--- src/rtl/fifo_pkg.sv ---
// fifo_pkg: shared types and width helpers for the parametrised FIFO.
//   ptr_w(depth) : pointer width, never less than 1 bit
//   cnt_w(depth) : occupancy counter width, able to hold 0..depth
//   fifo_acc_t   : per-cycle accept decode {wr_acc, rd_acc}
package fifo_pkg;

  localparam int DEFAULT_DEPTH = 8;
  localparam int DEFAULT_CNT_W = $clog2(DEFAULT_DEPTH) + 1;

  function automatic int ptr_w(input int depth);
    return (depth <= 2) ? 1 : $clog2(depth);
  endfunction

  function automatic int cnt_w(input int depth);
    return $clog2(depth) + 1;
  endfunction

  typedef struct packed {
    logic wr_acc;
    logic rd_acc;
  } fifo_acc_t;

endpackage

--- src/rtl/fifo_ptr.sv ---
// fifo_ptr: wrap-around pointer register.
//   clk   : system clock, rising edge
//   n_rst : asynchronous active-low reset, pointer -> 0
//   clear : synchronous return to 0, wins over inc
//   inc   : advance by one; wraps naturally at 2**W
//   ptr   : current pointer value
module fifo_ptr
  import fifo_pkg::*;
#(
  parameter int W = 3
) (
  input  logic         clk,
  input  logic         n_rst,
  input  logic         clear,
  input  logic         inc,
  output logic [W-1:0] ptr
);

  logic [W-1:0] ptr_reg;
  logic [W-1:0] ptr_next;

  always_comb begin
    ptr_next = ptr_reg;
    if (clear) begin
      ptr_next = '0;
    end else if (inc) begin
      ptr_next = ptr_reg + W'(1);
    end
  end

  always_ff @(posedge clk or negedge n_rst) begin
    if (!n_rst) begin
      ptr_reg <= '0;
    end else begin
      ptr_reg <= ptr_next;
    end
  end

  assign ptr = ptr_reg;

endmodule

--- src/rtl/fifo_param.sv ---
// fifo_param: single-clock FIFO, parametrised width/depth, with occupancy
// count, programmable almost-full/almost-empty, sticky error flags and a
// synchronous clear.
//   clk, n_rst              : clock and asynchronous active-low reset
//   clear                   : flush contents and error flags (beats push/pop)
//   write_enable, wdata     : push request and data
//   read_enable, rdata      : pop request; rdata registered, valid next cycle
//   full, empty             : count == DEPTH / count == 0
//   almost_full/almost_empty: count >= AF_LEVEL / count <= AE_LEVEL
//   count                   : occupancy 0..DEPTH
//   overflow, underflow     : sticky rejected-write / rejected-read flags
module fifo_param
  import fifo_pkg::*;
#(
  parameter int DATA_W   = 32,
  parameter int DEPTH    = 8,
  parameter int AF_LEVEL = DEPTH - 1,
  parameter int AE_LEVEL = 1
) (
  input  logic                   clk,
  input  logic                   n_rst,
  input  logic                   clear,
  input  logic                   write_enable,
  input  logic                   read_enable,
  input  logic [DATA_W-1:0]      wdata,
  output logic [DATA_W-1:0]      rdata,
  output logic                   full,
  output logic                   empty,
  output logic                   almost_full,
  output logic                   almost_empty,
  output logic [$clog2(DEPTH):0] count,
  output logic                   overflow,
  output logic                   underflow
);

  localparam int PW = ptr_w(DEPTH);
  localparam int CW = cnt_w(DEPTH);

  logic [DATA_W-1:0] mem [DEPTH];

  logic [PW-1:0]     wr_ptr;
  logic [PW-1:0]     rd_ptr;
  logic [CW-1:0]     count_reg;
  logic [CW-1:0]     count_next;
  logic [DATA_W-1:0] rdata_reg;
  logic              overflow_reg;
  logic              underflow_reg;
  fifo_acc_t         acc;

  // Status is decoded from the registered count only, so it never glitches
  // within a clock period.
  assign full         = (count_reg == CW'(DEPTH));
  assign empty        = (count_reg == '0);
  assign almost_full  = (int'(count_reg) >= AF_LEVEL);
  assign almost_empty = (int'(count_reg) <= AE_LEVEL);

  // A write into a full FIFO is still accepted when a read frees a slot in
  // the same cycle. There is no empty bypass: a read of an empty FIFO is
  // rejected even if a write arrives alongside it. Clear discards both.
  always_comb begin
    acc.wr_acc = !clear && write_enable && (!full || read_enable);
    acc.rd_acc = !clear && read_enable && !empty;
  end

  always_comb begin
    count_next = count_reg;
    if (clear) begin
      count_next = '0;
    end else begin
      count_next = count_reg + {{(CW-1){1'b0}}, acc.wr_acc}
                             - {{(CW-1){1'b0}}, acc.rd_acc};
    end
  end

  fifo_ptr #(.W(PW)) u_wr_ptr (
    .clk   (clk),
    .n_rst (n_rst),
    .clear (clear),
    .inc   (acc.wr_acc),
    .ptr   (wr_ptr)
  );

  fifo_ptr #(.W(PW)) u_rd_ptr (
    .clk   (clk),
    .n_rst (n_rst),
    .clear (clear),
    .inc   (acc.rd_acc),
    .ptr   (rd_ptr)
  );

  // Storage carries no reset so it can map onto block RAM.
  always_ff @(posedge clk) begin
    if (acc.wr_acc) begin
      mem[wr_ptr] <= wdata;
    end
  end

  always_ff @(posedge clk or negedge n_rst) begin
    if (!n_rst) begin
      count_reg     <= '0;
      rdata_reg     <= '0;
      overflow_reg  <= 1'b0;
      underflow_reg <= 1'b0;
    end else if (clear) begin
      count_reg     <= '0;
      rdata_reg     <= '0;
      overflow_reg  <= 1'b0;
      underflow_reg <= 1'b0;
    end else begin
      count_reg <= count_next;
      if (acc.rd_acc) begin
        rdata_reg <= mem[rd_ptr];
      end
      if (write_enable && full && !read_enable) begin
        overflow_reg <= 1'b1;
      end
      if (read_enable && empty) begin
        underflow_reg <= 1'b1;
      end
    end
  end

  assign count     = count_reg;
  assign rdata     = rdata_reg;
  assign overflow  = overflow_reg;
  assign underflow = underflow_reg;

endmodule

--- config.mk ---
export PLATFORM = sky130hd
export DESIGN_NAME = fifo_param
export DESIGN_NICKNAME = d
export VERILOG_FILES = /design/src/rtl/fifo_pkg.sv /design/src/rtl/fifo_ptr.sv /design/src/rtl/fifo_param.sv
export SDC_FILE = /design/constraint.sdc
export NUM_CORES = 1
export LEC_CHECK = 0
export BUFFER_PORTS_ARGS = -buffer_cell sky130_fd_sc_hd__buf_2
export CAP_MARGIN = 0
export CELL_PAD_IN_SITES_DETAIL_PLACEMENT = 0
export CELL_PAD_IN_SITES_GLOBAL_PLACEMENT = 1
export CORE_MARGIN = 5
export CORE_UTILIZATION = 40
export CTS_CLUSTER_DIAMETER = 200
export DETAILED_ROUTE_END_ITERATION = 6
export GPL_TIMING_DRIVEN = 0
export HOLD_SLACK_MARGIN = 0.15
export PLACE_DENSITY_LB_ADDON = 0.08
export SYNTH_ARGS = -nofsm -noshare
export SYNTH_HDL_FRONTEND = slang
export SYNTH_SLANG_ARGS = --single-unit
--- constraint.sdc ---
create_clock -name clk -period 6.53 [get_ports clk]
set_input_delay 0.3265 -clock clk [delete_from_list [all_inputs] [get_ports clk]]
set_output_delay 0.3265 -clock clk [all_outputs]
set_load 0.01 [all_outputs]
### After elaboration in Yosys (flattened, before gate mapping)

Memory sizes are Yosys's and may differ from the RTL's.
Index checks and enable logic that the tools add are counted.

| word-level totals | value |
|---|---|
| word-level logic and storage cells | 44 |
| memory bits (writable) | 256 |
| input bits | 37 |
| output and inout bits | 42 |
| memories | 1 |
| register bits after elaboration | 44 |

Memories:

| name | depth | bits a word | read ports | clocked after Yosys merged registers in | wr ports | RTL line | source |
|---|---|---|---|---|---|---|---|
| mem | 8 | 32 | 1 | 0 | 1 | fifo_param.sv:39 | `logic [DATA_W-1:0] mem [DEPTH];` |

| cells by class | value |
|---|---|
| add/subtract/negate cells | 4 |
| $lt $le $gt $ge | 2 |
| mux-type cells | 13 |
| reduce and logical (&&, ||, !) cells | 17 |
| equality and inequality tests | 1 |

Operators by type and width:

| operator | count |
|---|---|
| 2-to-1 mux 32 bit | 2 |
| 2-to-1 mux 3 bit | 4 |
| nonzero test 2 bit | 4 |
| logical AND 1 bit | 7 |
| adder 3 x 1 -> 3 bit (second input constant) | 2 |
| 2-to-1 mux 1 bit | 6 |
| adder 4 x 1 -> 4 bit | 1 |
| == test 4 bit (second input constant) | 1 |
| >= comparator 4 x 3 -> 1 bit (second input constant) | 1 |
| less-or-equal comparator 4 x 1 -> 1 bit (second input constant) | 1 |
| logical NOT 1 bit | 4 |
| logical NOT 4 bit | 1 |
| 2-to-1 mux 4 bit | 1 |
| subtractor 4 x 1 -> 4 bit | 1 |
| logical OR 1 bit | 1 |

### Longest topological paths before layout

| logic depth | value |
|---|---|
| word-level depth | 7 |
| mapped depth | 15 |
| gate-level depth less buffers | 13 |

### Hierarchy

From an unflattened synthesis, not the netlist that was laid out.

| unflattened totals | value |
|---|---|
| cell total of the unflattened synthesis | 628 |
| area, all modules | 11855.1 um2 |

Modules (own cells, without submodules):

| module | cells each | times used | area an instance (um2) |
|---|---|---|---|
| fifo_param | 606 | 1 | 11582.4 |
| fifo_ptr | 11 | 2 | 136.4 |

### Worst setup path before layout

Ideal clock, no wire load.

| path | value |
|---|---|
| path kind | register to register |
| from | reg count_reg[2] (netlist: count[2]) |
| to | mem mem[1][0] (enable) |
| arrival time | 4.623 ns |
| cell stages (with the launch flop) | 7 |
| slack | 1.394 ns |
| period minus slack after synthesis | 5.136 ns |
| buffers on the path | 0 |
| library setup time | 0.513 ns |
| path through | dfrtp_1 > inv_1 > ha_1 > or4b_1 > and3b_1 > clkinv_1 > nor4b_1 |

| on the way | value |
|---|---|
| word-level cells in the longest chain between the ends | 6 |

RTL lines:

| what | RTL line | source |
|---|---|---|
| start: declaration | fifo_param.sv:43 | `logic [CW-1:0] count_reg;` |
| start signal: assignment | fifo_param.sv:110 | `count_reg <= count_next;` |
| == test 4 bit | fifo_param.sv:52 | `assign full = (count_reg == CW'(DEPTH));` |
| logical NOT 1 bit | fifo_param.sv:61 | `acc.wr_acc = !clear && write_enable && (!full \|\| read_enable);` |
| logical OR 1 bit | fifo_param.sv:61 |  |
| logical AND 1 bit | fifo_param.sv:61 |  |
| 2-to-1 mux 1 bit | fifo_param.sv:93 | `if (acc.wr_acc) begin` |
| 2-to-1 mux 1 bit (implied by the code) | fifo_param.sv:94 | `mem[wr_ptr] <= wdata;` |
| end: declaration | fifo_param.sv:39 |  |

Every way passes these cells.

### Final worst setup path

| path | value |
|---|---|
| from | reg count_reg[2] (netlist: count[2]) |
| to | mem mem[2][20] (enable) |

The elaborated chain is that of the path after synthesis.

==> impl_metrics.env <==
export IMPL_run_status="finished, final reports clean"
export IMPL_final_common_cell="sky130_fd_sc_hd__edfxtp_1"
export IMPL_finish_net_count=858
export IMPL_most_frequent_cells_in_the_layout="sky130_fd_sc_hd__edfxtp_1, sky130_fd_sc_hd__buf_2, sky130_fd_sc_hd__mux2_2"
export IMPL_global_route_usage_met2_pct=27.5
export IMPL_critical_path_cell_chain="inv_1 -> ha_1 -> or4b_1 -> and3b_1 -> clkinv_1 -> nor4b_2 -> buf_4 -> buf_6 -> buf_4"
export IMPL_first_global_vias=6844
export IMPL_worst_endpoint_required_ps=6740
export IMPL_power_per_standard_cell_area_nw_per_um2=358
export IMPL_detail_route_drc_violations=0
export IMPL_die_y_um=182
export IMPL_fillCellCount=2437
export IMPL_netlist_area_um2=11800
export IMPL_rsz0062_at_grt="false"
export IMPL_cts_root_buf="sky130_fd_sc_hd__clkbuf_16"
export IMPL_worstSkewPairLatency_ps=510
export IMPL_crit_path_slowest_cell="sky130_fd_sc_hd__nor4b_2"
export IMPL_dpl_instance_area_um2=13100
export IMPL_path_category_of_the_worst_min_delay_check="in2reg"
export IMPL_critical_path_peak_fanout=8
export IMPL_synth_enable_flop_cells=256
export IMPL_synthesis_warning_total=0
export IMPL_power_combinational_fraction_pct=21.4
export IMPL_cts_sinks=300
export IMPL_reg2reg_setup_slack_ps=3300
export IMPL_gpl_final_weighted_congestion=0.690
export IMPL_post_cts_setup_buffers=0
export IMPL_compound_gate_fraction_of_synth_area_pct=5.41
export IMPL_setup_worst_path_start_class="flip-flop"
export IMPL_synth_xor_area_share_pct=0.297
export IMPL_final_setup_tns_ps=0
export IMPL_use_met3_pct=3.82
export IMPL_dominantRegCellSynth="sky130_fd_sc_hd__edfxtp_1"
export IMPL_grt_pass1_wl_um=42300
export IMPL_dieArea_um2=33000
export IMPL_synth_yosys_seq_area_share_pct=74.5
export IMPL_slowest_delay_ps=910
export IMPL_slew_violations=0
export IMPL_fin_util_pct=50.0
export IMPL_routed_wire_length_per_instance_um=22.8
export IMPL_synthesis_area_per_instance_um2=18.7
export IMPL_viasPerCell=5.20
export IMPL_most_area_hungry_cell_type_in_the_yosys_netlist="sky130_fd_sc_hd__edfxtp_1"
export IMPL_post_route_period_util_pct=49.4
export IMPL_hold_viol_final=0
export IMPL_i_o_pin_count=79
export IMPL_net_sw_share_pct=26.6
export IMPL_timing_critical_path_arrival_ps=3440
export IMPL_grt_ovfl_total=0
export IMPL_setup_viol_count_final=0
export IMPL_detail_route_iter0_violations=352
export IMPL_post_synth_num_cell_types=40
export IMPL_h_tree_depth=2
export IMPL_seqPwrFrac_pct=43.6
export IMPL_finalInstanceArea_um2=14500
export IMPL_final_cells=1220
export IMPL_routed_via_count=6340
export IMPL_power_static_leakage_nw=5.16
export IMPL_totalPowerFinal_mw=5.18
export IMPL_clock_skew_final_ps=12.2
export IMPL_place_detailed_hpwl_um=18600
export IMPL_max_freq_mhz=310
export IMPL_core_rowCount=62
export IMPL_antenna_diode_count=0
export IMPL_cts_clk_slew_worst_paths_ps=60
export IMPL_core_area_um2=28900
export IMPL_globalRouteMet1Util_pct=23.5
export IMPL_track_usage_pct=16.9
export IMPL_worst_vdd_rail_ir_drop_v=0.000203
export IMPL_synth_top_family_by_area="multiplexers"
export IMPL_critical_path_endpoint_type="flip-flop"
export IMPL_final_antenna_net_count=0
export IMPL_grt_antenna_before_repair=0
export IMPL_synthToLayoutAreaGrowth_pct=22.6
export IMPL_cp_common_cell="sky130_fd_sc_hd__buf_4"
export IMPL_tritoncts="done"
export IMPL_max_cap_viol_count=0
export IMPL_globalRoute_busiestLayer="met2"
export IMPL_intPower_mw=3.80
export IMPL_io_buffers=78
export IMPL_syn_num_nets=679
export IMPL_synth_cells=631
export IMPL_clkPwrFrac_pct=34.9
export IMPL_cts_path_max_buffers=3
export IMPL_worst_slew_pin_slew_ps=1010
export IMPL_die_w_um=182
export IMPL_critical_path_class="reg2reg"
export IMPL_routed_wirelength_um=27800
export IMPL_relative_slew_margins_pct=32.2
export IMPL_numCtsBuffers=34
export IMPL_mux_contribution_to_synthesized_area_pct=12.3
export IMPL_synthTopCellsByArea="sky130_fd_sc_hd__edfxtp_1, sky130_fd_sc_hd__dfrtp_1, sky130_fd_sc_hd__mux2_2"
export IMPL_drt_first_pass_iters=5
export IMPL_net_switching_power_mw=1.38
export IMPL_largest_register_ff_count=256
export IMPL_timing_final_crit_period_ps=3230
export IMPL_yosys_area_share_simple_pct=4.39
export IMPL_start_util_pct=40.8
export IMPL_synth_adder_area_share_pct=1.23
export IMPL_numPlacedInstances=1124
export IMPL_synth_seq_cells=300
export IMPL_share_of_flip_flops_with_an_asynchronous_set_or_reset_after_synthesis_pct=14.7
export IMPL_synth_top_area_share_pct=65.1
export IMPL_final_layout_size_suffix_gt1_share_pct=37.0
export IMPL_grt_start_max_net_pins=45
critical path: cells and delay by family (launching register included):
| family | cells | cell delay [ps] |
|---|---|---|
| simple gates | 3 | 1310 |
| flops | 1 | 370 |
| buf+inv | 5 | 1040 |
| fa+ha+maj | 1 | 220 |
power by group through the flow:
stage               sequential, mW  clock, mW  combinational, mW
global placement              2.30          0               1.08
floorplan                     2.32          0              0.711
CTS                           2.26       1.85               1.13
finish                        2.26       1.81               1.11
global route                  2.27       1.94               1.21
detailed placement            2.30          0               1.12
through the flow:
step                hold slack, ps  setup WS [ps]
finish                         174           3300
floorplan                     30.9           1390
global placement               470          -2610
global route                   176           3120
detailed placement             474           3320
CTS                            151           3280
layer usage:
| layer | share of wire (%) | wire length, µm |
|---|---|---|
| met5 | 0 | 0 |
| met4 | 1.4 | 402 |
| met3 | 4.7 | 1320 |
| met2 | 48 | 13400 |
| met1 | 45 | 12600 |
worst paths after layout:
path | cells past startpoint | from | end
setup / recovery | 9 | count[2]$_DFF_PN0_ | mem[2][20]$_DFFE_PP_
hold / removal | 3 | read_enable | u_rd_ptr.ptr[1]$_DFFE_PN0P_
setup reg to reg | 9 | count[2]$_DFF_PN0_ | mem[2][20]$_DFFE_PP_
hold reg to reg | 2 | rdata[18]$_DFFE_PN0P_ | rdata[18]$_DFFE_PN0P_
max in group asynchronous | 2 | n_rst | rdata[14]$_DFFE_PN0P_
min in group asynchronous | 2 | n_rst | rdata[1]$_DFFE_PN0P_
cell usage after synthesis, types with 2 or more instances:
library cell and n:
sky130_fd_sc_hd__nand2_1 41, sky130_fd_sc_hd__nor3b_1 3, sky130_fd_sc_hd__xnor2_1 2, sky130_fd_sc_hd__mux2_2 64
sky130_fd_sc_hd__nand3_1 3, sky130_fd_sc_hd__nor2b_1 25, sky130_fd_sc_hd__dfrtp_1 44, sky130_fd_sc_hd__buf_6 3
sky130_fd_sc_hd__nand3b_1 2, sky130_fd_sc_hd__buf_4 9, sky130_fd_sc_hd__o31ai_1 3, sky130_fd_sc_hd__nor4b_1 2
sky130_fd_sc_hd__nor2_1 16, sky130_fd_sc_hd__o31ai_2 29, sky130_fd_sc_hd__clkbuf_1 14, sky130_fd_sc_hd__ha_1 10
sky130_fd_sc_hd__edfxtp_1 256, sky130_fd_sc_hd__nand2b_1 3, sky130_fd_sc_hd__o22ai_1 32, sky130_fd_sc_hd__a21oi_1 5
sky130_fd_sc_hd__xor2_1 2, sky130_fd_sc_hd__buf_2 7, sky130_fd_sc_hd__mux4_2 32, sky130_fd_sc_hd__inv_1 7
sky130_fd_sc_hd__nor3_1 2
repair_timing:
item,in CTS,in global routing
gates resized for setup,0,0
hold buffers,34,0
endpoints found under the hold margin,281,0
setup endpoints to repair,0,0
layout make-up:
class / count / area (µm²) / area share (%)
sequential: 300 / 8790 / 60.8
multi-input combinational: 288 / 2830 / 19.6
inverter: 9 / 33.8 / 0.234
tap: 384 / 480 / 3.32
timing repair buffer: 143 / 1060 / 7.36
clock buffer: 58 / 1050 / 7.29
buffer: 34 / 193 / 1.33
clock inverter: 4 / 17.5 / 0.121
logic make-up (layout without fill, tap and decap cells):
family,after synthesis,count (layout)
buffers and inverters,43,248
AO/OA/AOI/OAI,73,73
multiplexers,97,97
flip-flops,300,300
adder cells (fa/ha/maj),11,11
AND/OR/NAND/NOR,103,103
XOR/XNOR,4,4
No activity file was read; power rests on OpenSTA's default activity.
